<file path="config.mk">
export PLATFORM = sky130hd
export DESIGN_NAME = btn_updown_counter
export DESIGN_NICKNAME = d
export VERILOG_FILES = /design/src/rtl/btn_updown_counter.sv
export SDC_FILE = /design/constraint.sdc
export NUM_CORES = 1
export LEC_CHECK = 0
export ABC_AREA = 1
export BUFFER_PORTS_ARGS = -buffer_cell sky130_fd_sc_hd__buf_2
export CELL_PAD_IN_SITES_DETAIL_PLACEMENT = 0
export CELL_PAD_IN_SITES_GLOBAL_PLACEMENT = 1
export CORE_UTILIZATION = 30
export DETAILED_ROUTE_END_ITERATION = 10
export GPL_TIMING_DRIVEN = 0
export PLACE_DENSITY_LB_ADDON = 0.1
export SYNTH_ARGS = -nofsm -noshare
export SYNTH_HDL_FRONTEND = slang
export SYNTH_SLANG_ARGS = --single-unit
export TNS_END_PERCENT = 100
</file>
<file path="constraint.sdc">
create_clock -name clk -period 1.2 [get_ports clk]
set_input_delay 0.24 -clock clk [delete_from_list [all_inputs] [get_ports clk]]
set_output_delay 0.24 -clock clk [all_outputs]
set_load 0.02 [all_outputs]
</file>
<file path="src/rtl/btn_updown_counter.sv">
// Two-button up/down modulo counter: each raw button is synchronised, debounced
// and edge-detected, and the resulting one-cycle events step a wrap/saturate counter.
module btn_updown_counter #(
    parameter int MOD       = 4,
    parameter int WIDTH     = 2,
    parameter int DB_CYCLES = 16,
    parameter int SATURATE  = 0
) (
    input  logic             clk,
    input  logic             rst,
    input  logic             btn_up,
    input  logic             btn_dn,
    input  logic             clr,
    output logic [WIDTH-1:0] count,
    output logic             up_pulse,
    output logic             dn_pulse,
    output logic             wrap_pulse,
    output logic             at_max,
    output logic             at_min
);

    localparam int CW = $clog2(DB_CYCLES + 1);
    localparam logic [CW-1:0]    DB_LAST   = CW'(DB_CYCLES - 1);
    localparam logic [CW-1:0]    CNT_ONE   = CW'(1);
    localparam logic [WIDTH-1:0] COUNT_MAX = WIDTH'(MOD - 1);
    localparam logic [WIDTH-1:0] COUNT_ONE = WIDTH'(1);

    generate
        if ((2 ** WIDTH) < MOD || MOD < 2 || DB_CYCLES < 1) begin : g_bad_params
            $error("btn_updown_counter: illegal parameter combination");
        end
    endgenerate

    // Bit 0 carries the up button, bit 1 the down button.
    logic [1:0]    raw_s;
    logic [1:0]    sync1_r;
    logic [1:0]    sync2_r;
    logic [1:0]    stable_r;
    logic [1:0]    stable_d_r;
    logic [1:0]    rise_s;
    logic [CW-1:0] db_cnt_r [2];

    logic [WIDTH-1:0] count_r;
    logic [WIDTH-1:0] next_count_s;
    logic             next_wrap_s;
    logic             up_pulse_r;
    logic             dn_pulse_r;
    logic             wrap_pulse_r;
    logic             at_max_r;
    logic             at_min_r;

    assign raw_s  = {btn_dn, btn_up};
    assign rise_s = stable_r & ~stable_d_r;

    // Two-stage synchroniser for both raw buttons.
    always_ff @(posedge clk or posedge rst) begin
        if (rst) begin
            sync1_r <= 2'b00;
            sync2_r <= 2'b00;
        end else begin
            sync1_r <= raw_s;
            sync2_r <= sync1_r;
        end
    end

    // Debounce: a new level is accepted only after DB_CYCLES consecutive differing samples.
    always_ff @(posedge clk or posedge rst) begin
        if (rst) begin
            stable_r <= 2'b00;
            for (int i = 0; i < 2; i++) begin
                db_cnt_r[i] <= '0;
            end
        end else begin
            for (int i = 0; i < 2; i++) begin
                if (sync2_r[i] == stable_r[i]) begin
                    db_cnt_r[i] <= '0;
                end else if (db_cnt_r[i] == DB_LAST) begin
                    stable_r[i] <= sync2_r[i];
                    db_cnt_r[i] <= '0;
                end else begin
                    db_cnt_r[i] <= db_cnt_r[i] + CNT_ONE;
                end
            end
        end
    end

    // Next-count selection; clear beats everything and coincident up/down cancel.
    always_comb begin
        next_count_s = count_r;
        next_wrap_s  = 1'b0;
        if (clr) begin
            next_count_s = '0;
        end else if (rise_s[0] && rise_s[1]) begin
            next_count_s = count_r;
        end else if (rise_s[0]) begin
            if (count_r != COUNT_MAX) begin
                next_count_s = count_r + COUNT_ONE;
            end else if (SATURATE != 0) begin
                next_count_s = count_r;
            end else begin
                next_count_s = '0;
                next_wrap_s  = 1'b1;
            end
        end else if (rise_s[1]) begin
            if (count_r != '0) begin
                next_count_s = count_r - COUNT_ONE;
            end else if (SATURATE != 0) begin
                next_count_s = count_r;
            end else begin
                next_count_s = COUNT_MAX;
                next_wrap_s  = 1'b1;
            end
        end else begin
            next_count_s = count_r;
        end
    end

    // Registered count, event strobes and range flags.
    always_ff @(posedge clk or posedge rst) begin
        if (rst) begin
            stable_d_r   <= 2'b00;
            count_r      <= '0;
            up_pulse_r   <= 1'b0;
            dn_pulse_r   <= 1'b0;
            wrap_pulse_r <= 1'b0;
            at_max_r     <= 1'b0;
            at_min_r     <= 1'b1;
        end else begin
            stable_d_r   <= stable_r;
            count_r      <= next_count_s;
            up_pulse_r   <= rise_s[0];
            dn_pulse_r   <= rise_s[1];
            wrap_pulse_r <= next_wrap_s;
            at_max_r     <= (next_count_s == COUNT_MAX);
            at_min_r     <= (next_count_s == '0);
        end
    end

    assign count      = count_r;
    assign up_pulse   = up_pulse_r;
    assign dn_pulse   = dn_pulse_r;
    assign wrap_pulse = wrap_pulse_r;
    assign at_max     = at_max_r;
    assign at_min     = at_min_r;

endmodule

</file>
Yosys cells after proc, flatten, opt, wreduce, memory -nomap -nowiden
Cells that the tools add are included.

cells by class
  add/subtract/negate cells = 4
  equal/unequal tests = 6
  bitwise operators = 4
  multiplexer cells = 16
  reductions and logical operators = 5

operators with widths
  kind                                              count
  2-to-1 mux 5 bit                                  4
  2-to-1 mux 2 bit                                  6
  adder 5 x 1 -> 5 bit, second input constant       2
  == test 5 x 4 -> 1 bit, second input constant     2
  2-to-1 mux 1 bit                                  6
  AND reduction 2 bit                               2
  adder 2 x 1 -> 2 bit, second input constant       1
  bitwise AND 2 bit                                 1
  == test 1 bit                                     2
  == test 2 bit, second input constant              1
  logical NOT 2 bit                                 1
  != test 2 bit, second input constant              1
  inverter 1 bit                                    2
  inverter 2 bit                                    1
  nonzero test 2 bit                                1
  subtractor 2 x 1 -> 2 bit, second input constant  1
  logical AND 1 bit                                 1

word-level totals
  input bits = 5
  word-level logic and storage cells = 48
  bits in registers = 25

Longest topological paths before layout
Gate-level depths: netlist of run 1.

  word-level depth = 7
  mapped depth = 10

Worst setup path after synthesis of run 1
Ideal clock, no wire load.

  path kind = flip-flop to flip-flop
  start = register count_r[0], in the netlist count[0]
  end = register at_max_r, in the netlist at_max
  required time = 1129 ps
  buffers on the path = 0
  stages on the path, launching flop included = 9
  arrival time = 1311 ps
  slack = -183 ps
  cells stage by stage = dfrtp_1 -> inv_1 -> ha_1 -> inv_1 -> nand2_2 -> nand3_2 -> nor2b_4 -> inv_2 -> nor2_1

on the way
  cells in the longest elaborated chain, start to end = 7
  elaborated cells on any way between the ends = 11
  classes of those cells = 2 x add/sub; 2 x eq/ne; 6 x mux; 1 x reduce/logical

ends and longest elaborated chain
  what                                                             line      source
  from (decl)                                                      43        logic [WIDTH-1:0] count_r;
  from (signal assigned)                                           130       count_r <= next_count_s;
  subtractor 2 x 1 -> 2 bit or nonzero test 2 bit (tied branches)  106, 105
  2-to-1 mux 2 bit                                                 105       if (count_r != '0) begin
  2-to-1 mux 2 bit                                                 104       end else if (rise_s[1]) begin
  2-to-1 mux 2 bit (*)                                             95        end else if (rise_s[0]) begin
  2-to-1 mux 2 bit (*)                                             93        end else if (rise_s[0] && rise_s[1]) begin
  2-to-1 mux 2 bit (*)                                             91        if (clr) begin
  via next_count_s[1]                                              44        logic [WIDTH-1:0] next_count_s;
  == test 2 bit (*)                                                134       at_max_r <= (next_count_s == COUNT_MAX);
  to (signal assigned)                                             134
  to (decl)                                                        49        logic at_max_r;

The timed path passes the listed nets; every way through them passes the cells marked *.
A chain may end at the register's enable or synchronous reset.

Worst setup path in the final report of run 1
  start = register count_r[0], in the netlist count[0]
  end = output count[0]

RTL lines
  what       line  source
  to (decl)  14    output logic [WIDTH-1:0] count,

No word-level cell between the ends.

==> results of run 1 <==
state kept, by name (all words and copies together) (netlist names):
register    count
at_min          1
stable_d_r      2
wrap_pulse      1
sync2_r         2
up_pulse        1
at_max          1
stable_r        2
count           2
sync1_r         2
db_cnt_r       10
dn_pulse        1
per-stage QoR:
stage | total power, mW | setup TNS (ps) | instance area [um2] | utilization, %
2_1_floorplan | 0.942 | 0 | 1060 | -
3_3_place_gp | 0.965 | -122 | 1170 | 35.1
3_5_place_dp | 0.965 | -170 | 1170 | 35.1
4_1_cts | 1.36 | -179 | 1250 | 37.4
5_1_grt | 1.40 | -722 | 1300 | 38.8
6_report | 1.33 | -258 | 1300 | 38.8
what timing repair did:
action | CTS | global route
hold buffers | 1 | 0
setup buffers | 3 | 2
pin swaps | 2 | 3
endpoints found under the setup margin | 7 | 13
gates resized for setup | 5 | 10
endpoints found under the hold margin | 1 | 0
worst reg2reg max path: stages, from the launching register on:
cell and delay (ps):
dfrtp_2 460, inv_2 90, ha_4 130, nand3_2 70, nand2_2 80, inv_2 30
nand2_1 40, nand2_1 70, nand2_2 90, nand2_2 50, nor2_1 110
synthesized netlist by cell type:
cell type,number
nor3_1,3
a21oi_1,4
nand2_4,1
o21ai_0,2
inv_1,12
clkinv_1,1
o21ai_1,2
nor2b_4,1
and3_1,2
nor2_2,1
inv_2,3
nand3_2,1
nand2_1,18
nand2_2,4
dfrtp_1,24
dfstp_2,1
nand3_1,7
xor2_1,2
clkinv_2,1
nor2_1,7
xnor2_1,2
ha_1,4
area by class of cell:
cell class	instances	area, um2
timing repair buffer	17	121
tap	46	57.6
fill	342	2040
clock inverter	1	7.51
clock buffer	3	22.5
sequential	25	629
inverter	17	65.1
multi-input combinational	61	393
how the worst max path moves through the flow:
stage,endpoint,slack [ps],cells past startpoint
6_report,count[0],-80,2
5_1_grt,at_max,-170,10
4_1_cts,at_max,-70,10
3_5_place_dp,at_max,-90,10
3_3_place_gp,at_max,-90,10
2_1_floorplan,at_max,2,10
power by group:
group          switching [mW]  leakage (nW)  internal [mW]
Combinational          0.0430         0.299         0.0271
Clock                   0.255        0.0139          0.127
Sequential             0.0146         0.328          0.866
Total                   0.312         0.641           1.02
metal layers:
metal	track usage [%]	share of wire, %
met2	14.6	44
met1	15.2	52
met4	5.84	1.7
met5	0	0
met3	1.92	2.1
cell families after synthesis:
logic type | synth area share (%)
AND/OR/NAND/NOR | 21.4
buffers and inverters | 6.26
flip-flops | 60.3
AO/OA/AOI/OAI | 3.85
adder cells (fa/ha/maj) | 4.81
XOR/XNOR | 3.37
==> impl_metrics.tcl, run 1 <==
set metrics [dict create \
    final.period_utilization_pct 107 \
    grt-ovfl-total 0 \
    hold_path.class "in2reg" \
    numPortBuffers 11 \
    clkSinkCount 25 \
    holdPathStages 1 \
    maxCapViolCount 0 \
    setup_ws_ps -84.5 \
    synth.yosys.warnings 0 \
    n_antenna_cell 0 \
    syn_avg_cell_area_um2 10.1 \
    drtPass1Iterations 3 \
    routed_wl_mm 1.62 \
    pwr_density_cell_mw_per_mm2 1030 \
    grt_pass1_vias 632 \
    hold_viol 0 \
    ys_seq_area_share_pct 60.3 \
    worstPathArrival_ps 1040 \
    hold_path_end "sync1_r[1]" \
    cts_buffers 3 \
    grt_pass1_wl_mm 2.77 \
    crit_start "count[0]" \
    start_util_pct 31.2 \
    syn_nets 112 \
    p_leak_nw 0.641 \
    ir_drop_mv 0.541 \
    place.detailed.hpwl_mm 1.16 \
    maxSlewHeadroom_pct 39.2 \
    gr-usage-all-layers_pct 10.5 \
    min_period_ps 1280 \
    rsz0062_at_grt "true" \
    avgViaCountPerCell 4.04 \
    path_cells "buf_4, buf_6" \
    drc 0 \
    cp.required_ps 960 \
    tightest_slew_ps 912 \
    dieHeight_um 60.9 \
    cp-end-kind "primary output" \
    dieArea_mm2 0.00371 \
    nNetsFinal 134 \
    antenna_found_initial 0 \
    status "finished with violations" \
    cts_max_path_buffers 2 \
    die_w_um 60.9 \
    worstReg2RegEnd "at_max" \
    layout_commonest_cell "dfrtp_1" \
    wl_per_cell_um 9.50 \
    skew_ps 9.85 \
    violations "setup timing" \
    syn_inst 103 \
    place_worst_setup_slack_ps -89.6 \
    critPathMaxFanout 4 \
    layout.cells.non_filler 170 \
    rr_worst_depth 10 \
    drtAntennaViolNets 0 \
    clk_latency_ps 320 \
    drive_gt1_share_pct 39.5 \
    grt_max_degree 26 \
    cts.clk_slew.worst_paths_ps 140 \
    drt_first_iter_violations 12 \
    pin_count 12 \
    cts_root_buf "clkbuf_4" \
    cts_tree "yes" \
    synth_seq_cells 25 \
    critical_path_class "reg2out" \
    synth_area_mm2 0.00104 \
    slowest_stage "dfrtp_2" \
    max_freq_mhz 779 \
    timing.critical_path.max_delay_family "flip-flops" \
    post-synth-top-area-cell "dfrtp_1" \
    r2r_start "count[1]" \
    core_mm2 0.00334 \
    dp_cells 160 \
    htree_num_levels 1 \
    area_delta_synth_final_pct 24.7 \
    slowest_delay_ps 460 \
    setup_viol 5 \
    final_cell_mix "dfrtp_1 (22), nand2_1 (12), nand2_2 (10), inv_1 (9), buf_2 (8)" \
    synthTopCellsByArea "dfrtp_1 (58%), nand2_1 (6.5%), ha_1 (4.8%), inv_1 (4.3%), nand3_1 (3.4%)" \
    rrSetupSlack_ps -70 \
    synth.top_cell.area_share_pct 57.8 \
    drv_slew 0 \
    vias 687 \
    hold_ws_ps 24.6 \
    critPathLaunchType "flop" \
    gp_congestion 0.717 \
    synth_cell_types 22 \
    holdCritStartpoint "btn_dn" \
    num_rows 21 \
    critPathBufInv 2 \
]
No activity file was read; power rests on OpenSTA's default activity.
==> run 2, diff against run 1 <==
- clock period: 1.2 -> 1 ns (I/O delays scaled with it)
==> impl_metrics.tcl, run 2 (synthesized netlist as in run 1, its figures left out) <==
set metrics [dict create \
    status "finished with violations" \
    violations "setup timing" \
    maxCapViolCount 0 \
    pin_count 12 \
    clk_latency_ps 310 \
    ir_drop_mv 0.985 \
    grt-ovfl-total 0 \
    grt_pass1_vias 718 \
    pwr_density_cell_mw_per_mm2 1120 \
    place.detailed.hpwl_mm 1.20 \
    final_cell_mix "dfrtp_1 (19), nand2_2 (14), buf_4 (9), inv_1 (8)" \
    num_rows 21 \
    dieHeight_um 60.9 \
    critPathMaxFanout 4 \
    numPortBuffers 11 \
    p_leak_nw 0.685 \
    seq_area_um2 633 \
    layout_commonest_cell "dfrtp_1" \
    p_clk_share_pct 26.8 \
    skew_ps 10.8 \
    slowest_stage "dfrtp_2" \
    n_antenna_cell 0 \
    min_period_ps 1250 \
    multi_input_area_um2 488 \
    final.period_utilization_pct 125 \
    max_freq_mhz 801 \
    top_usage_layer "met2" \
    switching_share_pct 23.2 \
    cts_max_path_buffers 2 \
    die_w_um 60.9 \
    internal-power_mw 1.26 \
    htree_num_levels 1 \
    grt_use_met1_pct 13.2 \
    drv_slew 0 \
    avgViaCountPerCell 4.18 \
    grt_pass1_wl_mm 2.90 \
    start_util_pct 31.2 \
    p_sw_uw 381 \
    hold_path.class "in2async" \
    nNetsFinal 140 \
    slowest_delay_ps 460 \
    routed_wl_mm 1.75 \
    critical_path_class "reg2reg" \
    largest_reg_flops 10 \
    wl_per_cell_um 9.96 \
    maxSlewHeadroom_pct 39.3 \
    vias 736 \
    setup_ws_ps -248 \
    finalSetupTns_ps -1870 \
    setup_viol 21 \
    cts.clk_slew.worst_paths_ps 140 \
    drt_first_iter_violations 7 \
    combPwrFrac_pct 8.4 \
    area_delta_synth_final_pct 40.7 \
    seqPwrFrac_pct 64.8 \
    clkSinkCount 25 \
    grt_max_degree 26 \
    regMostFlops "db_cnt_r" \
    dieArea_mm2 0.00371 \
    path_cells "inv_2, ha_4, nand3_2, nand2_2, inv_2, nand2_2, nand2_2, nand2_2, nand2_2, nor2_1" \
    fillers 341 \
    place_worst_setup_slack_ps -257 \
    gr-usage-all-layers_pct 11.0 \
    crit_top_cell "nand2_2" \
    grt_use_met2_pct 18.1 \
    cts_tree "yes" \
    drive_gt1_share_pct 56.2 \
    cts_root_buf "clkbuf_4" \
    antenna_found_initial 0 \
    cp.required_ps 1260 \
    rr_worst_depth 10 \
    tightest_slew_ps 910 \
    hold_viol 0 \
    critPathLaunchType "flop" \
    drc 0 \
    cts_buffers 3 \
    drtAntennaViolNets 0 \
    core_mm2 0.00334 \
    rsz0062_at_grt "true" \
    worstPathArrival_ps 1510 \
    drtPass1Iterations 4 \
    grt_util_met3_pct 4.90 \
    gp_congestion 0.727 \
    cp-end-kind "flop" \
]
run 2: changes by cell type in the layout (fill, tap and decap cells not counted), sizes merged:
cell / change
buf: +5
clkinv: +1
clkinvlp: -1
dlygate4sd3: +1
run 2: routing by layer:
metal  vias up  routed length [um]
met5         -                   0
met4         0                  15
met3         2                  55
met2         8                 835
met1       348                 847
li1        378                   -
run 2: power by group through the flow:
stage               registers [mW]  clock network, mW  logic (mW)
finish                        1.06              0.439       0.138
global route                  1.07              0.511       0.155
CTS                           1.06              0.472       0.120
detailed placement            1.08                  0      0.0852
global placement              1.08                  0      0.0837
floorplan                     1.07                  0      0.0597
run 2: repair_timing:
action / 4_1_cts / 5_1_grt
setup buffers: 8 / 2
pin swaps: 8 / 8
resized for setup: 24 / 18
setup endpoints to repair: 24 / 23
hold endpoints to repair: 2 / 0
hold buffers: 2 / 0
run 2: worst paths after layout:
kind,startpoint,to,slack [ps]
max,count[1],at_max,-250
min,rst,sync1_r[0],60
max reg2reg,count[1],at_max,-250
min reg2reg,sync1_r[1],sync2_r[1],370
max in group asynchronous,rst,stable_r[0],320
min in group clk,clr,wrap_pulse,90
run 2: layout make-up:
class / count / area share (%)
flip-flops and latches: 25 / 43.3
multi-input cells: 61 / 33.4
repair buffers: 23 / 13.1
inverters: 17 / 4.45
well taps: 46 / 3.93
clock buffers: 3 / 1.54
clock inverters: 1 / 0.342
run 2: per-stage QoR:
step | power [mW] | hold slack [ps] | cells | utilization (%) | instance area [um2]
6_report | 1.64 | 57.4 | 176 | 43.8 | 1460
5_1_grt | 1.73 | 70.9 | 176 | 43.8 | 1460
4_1_cts | 1.65 | 70.7 | 174 | 41.6 | 1390
3_5_place_dp | 1.16 | 310 | 160 | 35.8 | 1190
3_3_place_gp | 1.16 | 311 | 160 | 35.8 | 1190
2_1_floorplan | 1.13 | 226 | 103 | - | 1080
run 2: critical path: cells and delay by family, from the launching register on:
family	cells	cell delay [ps]
AND/OR/NAND/NOR	7	480
flip-flops	1	460
adder cells (fa/ha/maj)	1	130
buffers and inverters	2	120
